### src/rtl/pc_halt_monitor_if.sv
// Bundles the pc sample stream and the verdict outputs of pc_halt_monitor.
// master drives pc samples (CPU side / harness); slave is the monitor itself.
interface pc_halt_monitor_if #(
  parameter int unsigned ADDR_WIDTH = 32,
  parameter int unsigned CNT_WIDTH  = 32
);
  logic [ADDR_WIDTH-1:0] pc;
  logic                  pc_valid;
  logic                  halt;
  logic                  trap;
  logic                  done;
  logic [1:0]            trap_cause;
  logic [ADDR_WIDTH-1:0] halt_pc;
  logic [CNT_WIDTH-1:0]  cycle_count;

  modport master (
    output pc, pc_valid,
    input  halt, trap, done, trap_cause, halt_pc, cycle_count
  );

  modport slave (
    input  pc, pc_valid,
    output halt, trap, done, trap_cause, halt_pc, cycle_count
  );
endinterface

### src/rtl/pc_halt_monitor.sv
// Watches the CPU pc stream and reports a sticky halt (self-loop) or trap verdict.
// Define PC_HALT_MONITOR_TIMEOUT_EN to enable the run-timeout trap (cause 3).
module pc_halt_monitor #(
  parameter int unsigned            ADDR_WIDTH  = 32,
  parameter int unsigned            CNT_WIDTH   = 32,
  parameter int unsigned            STALL_LIMIT = 4,
  parameter logic [ADDR_WIDTH-1:0]  TRAP_ADDR   = ADDR_WIDTH'(32'h4)
`ifdef PC_HALT_MONITOR_TIMEOUT_EN
  ,
  parameter int unsigned            TIMEOUT_CYCLES = 1000000
`endif
) (
  input  logic              clock,
  input  logic              reset,
  pc_halt_monitor_if.slave  mon
);

  localparam int unsigned RUN_W = $clog2(STALL_LIMIT + 1);

  typedef enum logic [1:0] {
    S_RUN     = 2'd0,
    S_HALTED  = 2'd1,
    S_TRAPPED = 2'd2
  } state_e;

  state_e                state_q;
  logic [ADDR_WIDTH-1:0] prev_pc_q;
  logic                  have_prev_q;
  logic [RUN_W-1:0]      run_len_q;
  logic                  halt_q;
  logic                  trap_q;
  logic                  done_q;
  logic [1:0]            cause_q;
  logic [ADDR_WIDTH-1:0] halt_pc_q;
  logic [CNT_WIDTH-1:0]  cnt_q;

  logic                  same_d;
  logic [RUN_W-1:0]      run_len_d;
  logic [CNT_WIDTH-1:0]  cnt_d;
  logic                  misalign_d;
  logic                  trap_addr_d;
  logic                  timeout_d;
  logic                  stall_hit_d;

  // Per-sample evaluation of the incoming pc against the current run.
  always_comb begin
    same_d      = have_prev_q && (mon.pc == prev_pc_q);
    cnt_d       = (cnt_q == '1) ? cnt_q : cnt_q + CNT_WIDTH'(1);
    run_len_d   = RUN_W'(1);
    if (same_d) begin
      run_len_d = (run_len_q == RUN_W'(STALL_LIMIT)) ? run_len_q : run_len_q + RUN_W'(1);
    end
    misalign_d  = (mon.pc[1:0] != 2'b00);
    trap_addr_d = (mon.pc == TRAP_ADDR);
`ifdef PC_HALT_MONITOR_TIMEOUT_EN
    timeout_d   = (cnt_d == CNT_WIDTH'(TIMEOUT_CYCLES));
`else
    timeout_d   = 1'b0;
`endif
    stall_hit_d = same_d && (run_len_q == RUN_W'(STALL_LIMIT - 1));
  end

  // Verdict FSM; terminal states freeze every register until reset.
  always_ff @(posedge clock) begin
    if (reset) begin
      state_q     <= S_RUN;
      prev_pc_q   <= '0;
      have_prev_q <= 1'b0;
      run_len_q   <= '0;
      halt_q      <= 1'b0;
      trap_q      <= 1'b0;
      done_q      <= 1'b0;
      cause_q     <= 2'd0;
      halt_pc_q   <= '0;
      cnt_q       <= '0;
    end else if ((state_q == S_RUN) && mon.pc_valid) begin
      cnt_q       <= cnt_d;
      prev_pc_q   <= mon.pc;
      have_prev_q <= 1'b1;
      run_len_q   <= run_len_d;
      // Trap causes outrank the self-loop halt on the same sample.
      if (misalign_d || trap_addr_d || timeout_d) begin
        state_q   <= S_TRAPPED;
        trap_q    <= 1'b1;
        done_q    <= 1'b1;
        halt_pc_q <= mon.pc;
        if (misalign_d) begin
          cause_q <= 2'd1;
        end else if (trap_addr_d) begin
          cause_q <= 2'd2;
        end else begin
          cause_q <= 2'd3;
        end
      end else if (stall_hit_d) begin
        state_q   <= S_HALTED;
        halt_q    <= 1'b1;
        done_q    <= 1'b1;
        halt_pc_q <= mon.pc;
      end
    end
  end

  assign mon.halt        = halt_q;
  assign mon.trap        = trap_q;
  assign mon.done        = done_q;
  assign mon.trap_cause  = cause_q;
  assign mon.halt_pc     = halt_pc_q;
  assign mon.cycle_count = cnt_q;

endmodule
### src/flat_wrapper.sv
// flat-port wrapper written by rule: the top's interface ports become plain ports
module pc_halt_monitor_flat 
#(
  parameter int unsigned            ADDR_WIDTH  = 32,
  parameter int unsigned            CNT_WIDTH   = 32,
  parameter int unsigned            STALL_LIMIT = 4,
  parameter logic [ADDR_WIDTH-1:0]  TRAP_ADDR   = ADDR_WIDTH'(32'h4)

)
  (clock, reset, mon_pc, mon_pc_valid, mon_halt, mon_trap, mon_done, mon_trap_cause, mon_halt_pc, mon_cycle_count);
  pc_halt_monitor_if #(.ADDR_WIDTH(ADDR_WIDTH), .CNT_WIDTH(CNT_WIDTH)) mon_i ();
  input  logic clock;
  input  logic reset;
  input wire logic [$bits(mon_i.pc)-1:0] mon_pc;
  input wire logic [$bits(mon_i.pc_valid)-1:0] mon_pc_valid;
  output wire logic [$bits(mon_i.halt)-1:0] mon_halt;
  output wire logic [$bits(mon_i.trap)-1:0] mon_trap;
  output wire logic [$bits(mon_i.done)-1:0] mon_done;
  output wire logic [$bits(mon_i.trap_cause)-1:0] mon_trap_cause;
  output wire logic [$bits(mon_i.halt_pc)-1:0] mon_halt_pc;
  output wire logic [$bits(mon_i.cycle_count)-1:0] mon_cycle_count;
  assign mon_i.pc = mon_pc;
  assign mon_i.pc_valid = mon_pc_valid;
  assign mon_halt = mon_i.halt;
  assign mon_trap = mon_i.trap;
  assign mon_done = mon_i.done;
  assign mon_trap_cause = mon_i.trap_cause;
  assign mon_halt_pc = mon_i.halt_pc;
  assign mon_cycle_count = mon_i.cycle_count;
  pc_halt_monitor #(.ADDR_WIDTH(ADDR_WIDTH), .CNT_WIDTH(CNT_WIDTH), .STALL_LIMIT(STALL_LIMIT), .TRAP_ADDR(TRAP_ADDR)) u_core (.clock(clock), .reset(reset), .mon(mon_i));
endmodule
### config.mk
export PLATFORM = sky130hd
export DESIGN_NAME = pc_halt_monitor_flat
export DESIGN_NICKNAME = d
export VERILOG_FILES = /design/src/rtl/pc_halt_monitor_if.sv /design/src/rtl/pc_halt_monitor.sv /design/src/flat_wrapper.sv
export SDC_FILE = /design/constraint.sdc
export NUM_CORES = 1
export LEC_CHECK = 0
export CORE_MARGIN = 2
export CORE_UTILIZATION = 51
export CTS_BUF_LIST = sky130_fd_sc_hd__clkbuf_4 sky130_fd_sc_hd__clkbuf_8 sky130_fd_sc_hd__clkbuf_16
export DETAILED_ROUTE_END_ITERATION = 12
export PLACE_DENSITY_LB_ADDON = 0.15
export SLEW_MARGIN = 10
export SYNTH_ARGS = -nofsm -noshare
export SYNTH_HDL_FRONTEND = slang
export SYNTH_SLANG_ARGS = --single-unit
### constraint.sdc
create_clock -name clock -period 2.1 [get_ports clock]
set_input_delay 0.21 -clock clock [delete_from_list [all_inputs] [get_ports clock]]
set_output_delay 0.21 -clock clock [all_outputs]
set_load 0.01 [all_outputs]
==> impl_metrics.yaml <==
layout:
  antennaDiodeCount: 0
  syn_to_final_growth_pct: 34.40
  final_cell_mix: "139 x nand2_1, 107 x dfxtp_1, 102 x clkdlybuf4s50_1"
  drive_gt1_share_pct: 11.10
  fin_nets: 755
  mostFrequentLayoutCell: "nand2_1"
  final_cells: 832
drt:
  wl_per_cell_um: 14.44
  drtIter0Drc: 188
  maxUsedRoutingLayer: "met4"
  vias_per_cell: 5.427
  wl_met1_um: 5216
  drt_pass1_iterations: 4
  wl_met2_um: 6016
  ant_nets: 0
  via_count: 4515
  met3_wirelength_um: 586
  routed_wl_um: 12010
  remaining_drc_errors: 0
timing:
  slew_viol_final: 0
  rsz0062_at_grt: "false"
  maxSlewHeadroom_pct: 66.49
  skew_ps: 12.67
  setup_viol: 0
  layout_min_cycle_time_ps: 1974
  post-route-period-util_pct: 94.02
  fmax_mhz: 506.5
  tightest_slew_ps: 501.8
  holdWs_ps: 208.7
  hold_violations: 0
  finalWorstSetupSlack_ps: 125.5
clocking:
  hold_buffers: 0
  clkSlewWorstSetupHoldPaths_ps: 100
  tritoncts: "done"
  cts-resized-gates: 0
  h-tree-depth: 3
  cts_setup_buffers: 0
  cts_root_buffer: "clkbuf_8"
  clock_latency_ps: 370
  cts_num_sinks: 107
  clockBufferDepth: 2
  numCtsBuffers: 9
worst_setup_path:
  crit_start: "u_core.state_q[1]"
  cpMaxStageDelayCell: "or3b_1"
  worst_setup_path_start_kind: "flop"
  r2r_start: "u_core.state_q[1]"
  cp_max_fo: 39
  crit_type: "flop to flop"
  arrival_ps: 2270
  required_ps: 2400
  crit_chain: "or3b_1 > buf_4 > nor2_2 > nand4_1 > or3_1 > a21oi_1"
  slowest_delay_ps: 450
  cp-end-kind: "flop"
pwr:
  p_per_area_nw_per_um2: 634.6
  cellLeakagePower_uw: 0.002428
  peakVddDrop_v: 0.0004017
  power_uw: 4101
synth:
  syn_inst: 584
  yosys_register_bits: 107
  syn_avg_cell_area_um2: 8.233
  synth-seq-area-share_pct: 44.55
  synth_cell_types: 42
  yosysTopAreaCell: "dfxtp_1"
  synth_warnings: 0
  synth.area.top_cells: "dfxtp_1 45%, nand2_1 11%, mux2i_1 6.0%"
  yosysTopAreaCellShare_pct: 44.55
  syn_area_um2: 4808
  synthFlopType: "dfxtp_1"
  synth_nets: 623
  async_flop_share_pct: 0
  synth_edf_count: 0
worst_hold_path:
  hp-start: "reset"
  hold_path_class: "input pin to flop"
die:
  std_cell_rows: 35
  io_pins: 104
  fp.dieArea_um2: 10220
  fp.dieW_um: 101.1
  start_util_pct: 52.29
  core_area_um2: 9196
  dieHeight_um: 101.1
global_routing:
  overflow: 0
  antenna_found_initial: 0
  grt_max_degree: 40
  grt_pass1_wl_um: 19630
  grt_pass1_vias: 4249
  track_usage_pct: 23.74
place:
  pre_cts_slack_ps: -233.3
  dp.cells: 816
  portBuffers: 103
  routabilityCongestion: 0.8858
  hpwl_um: 8848
run_status:
  status: "completed"
job:
  drv_cap: 0
power breakdown:
part / total (uW) / leakage [uW] / internal (uW) / switching (uW)
Clock: 1270 / 0.0000919 / 565 / 704
Combinational: 655 / 0.00146 / 332 / 323
Sequential: 2180 / 0.000874 / 2120 / 55.5
flip-flops by register name, summed over array words and instances, names as in the netlist:
signal                  count
u_core.mon.cycle_count     32
u_core.mon.halt_pc         32
u_core.prev_pc_q           32
u_core.run_len_q            3
u_core.mon.trap_cause       2
u_core.state_q              2
u_core.have_prev_q          1
u_core.mon.done             1
u_core.mon.halt             1
u_core.mon.trap             1
Yosys cell counts (4+ instances only):
| library cell | instances |
|---|---|
| nand3_1 | 19 |
| ha_1 | 4 |
| nand4_1 | 30 |
| nor3_1 | 11 |
| or3_1 | 6 |
| o21ai_0 | 5 |
| nor2_1 | 42 |
| xnor2_1 | 33 |
| inv_1 | 12 |
| nand2_1 | 139 |
| nor4_1 | 11 |
| dfxtp_1 | 107 |
| mux2i_1 | 29 |
| clkbuf_1 | 24 |
| xor2_1 | 21 |
| a21oi_1 | 46 |
through the flow:
step                      utilization [%]  area (um^2)  setup TNS, ps
after global placement              67.89         6243          -4249
final                               70.27         6462              0
after detailed placement            67.89         6243          -6100
after floorplan                         -         4808              0
after CTS                           70.04         6441              0
after global routing                70.27         6462              0
critical path, delay by kind of cell, from the launching register on:
family                 cells  cell delay (ps)
buffers and inverters      1              300
and+or+nand+nor            4             1110
AOI/OAI and AO/OA          1              160
DFF                        1              340
kinds of logic (layout without fill, tap and decap cells):
kind of cell	count (synthesis)	in the layout	synth area share [%]
xor gates and xnor gates	54	54	9.836
buffers and inverters	44	181	3.773
muxes	29	29	6.037
adders and majority gates	4	4	1.041
AOI/OAI and AO/OA	68	68	8.301
and+or+nand+nor	278	278	26.46
DFF	107	107	44.55
worst paths after layout:
| path | to | slack [ps] | depth (start not counted) |
|---|---|---|---|
| setup / recovery | u_core.mon.cycle_count[27] | 130 | 6 |
| hold / removal | u_core.prev_pc_q[28] | 210 | 2 |
| setup reg to reg | u_core.mon.cycle_count[27] | 130 | 6 |
| hold reg to reg | u_core.mon.trap | 450 | 2 |
layer usage:
layer,up-vias,track usage [%]
li1,2253,-
met1,2113,30.16
met2,132,41.06
met3,17,3.467
met4,0,8.524
met5,-,0
area by class of cell:
| class | count | area (um^2) |
|---|---|---|
| clock inverters | 6 | 66.31 |
| well taps | 111 | 138.9 |
| repair buffers | 153 | 1426 |
| inverters | 12 | 45.04 |
| flip-flops and latches | 107 | 2142 |
| fillers | 755 | 2734 |
| clock buffers | 10 | 131.4 |
| multi-input cells | 433 | 2512 |
No activity file was read; power rests on OpenSTA's default activity.
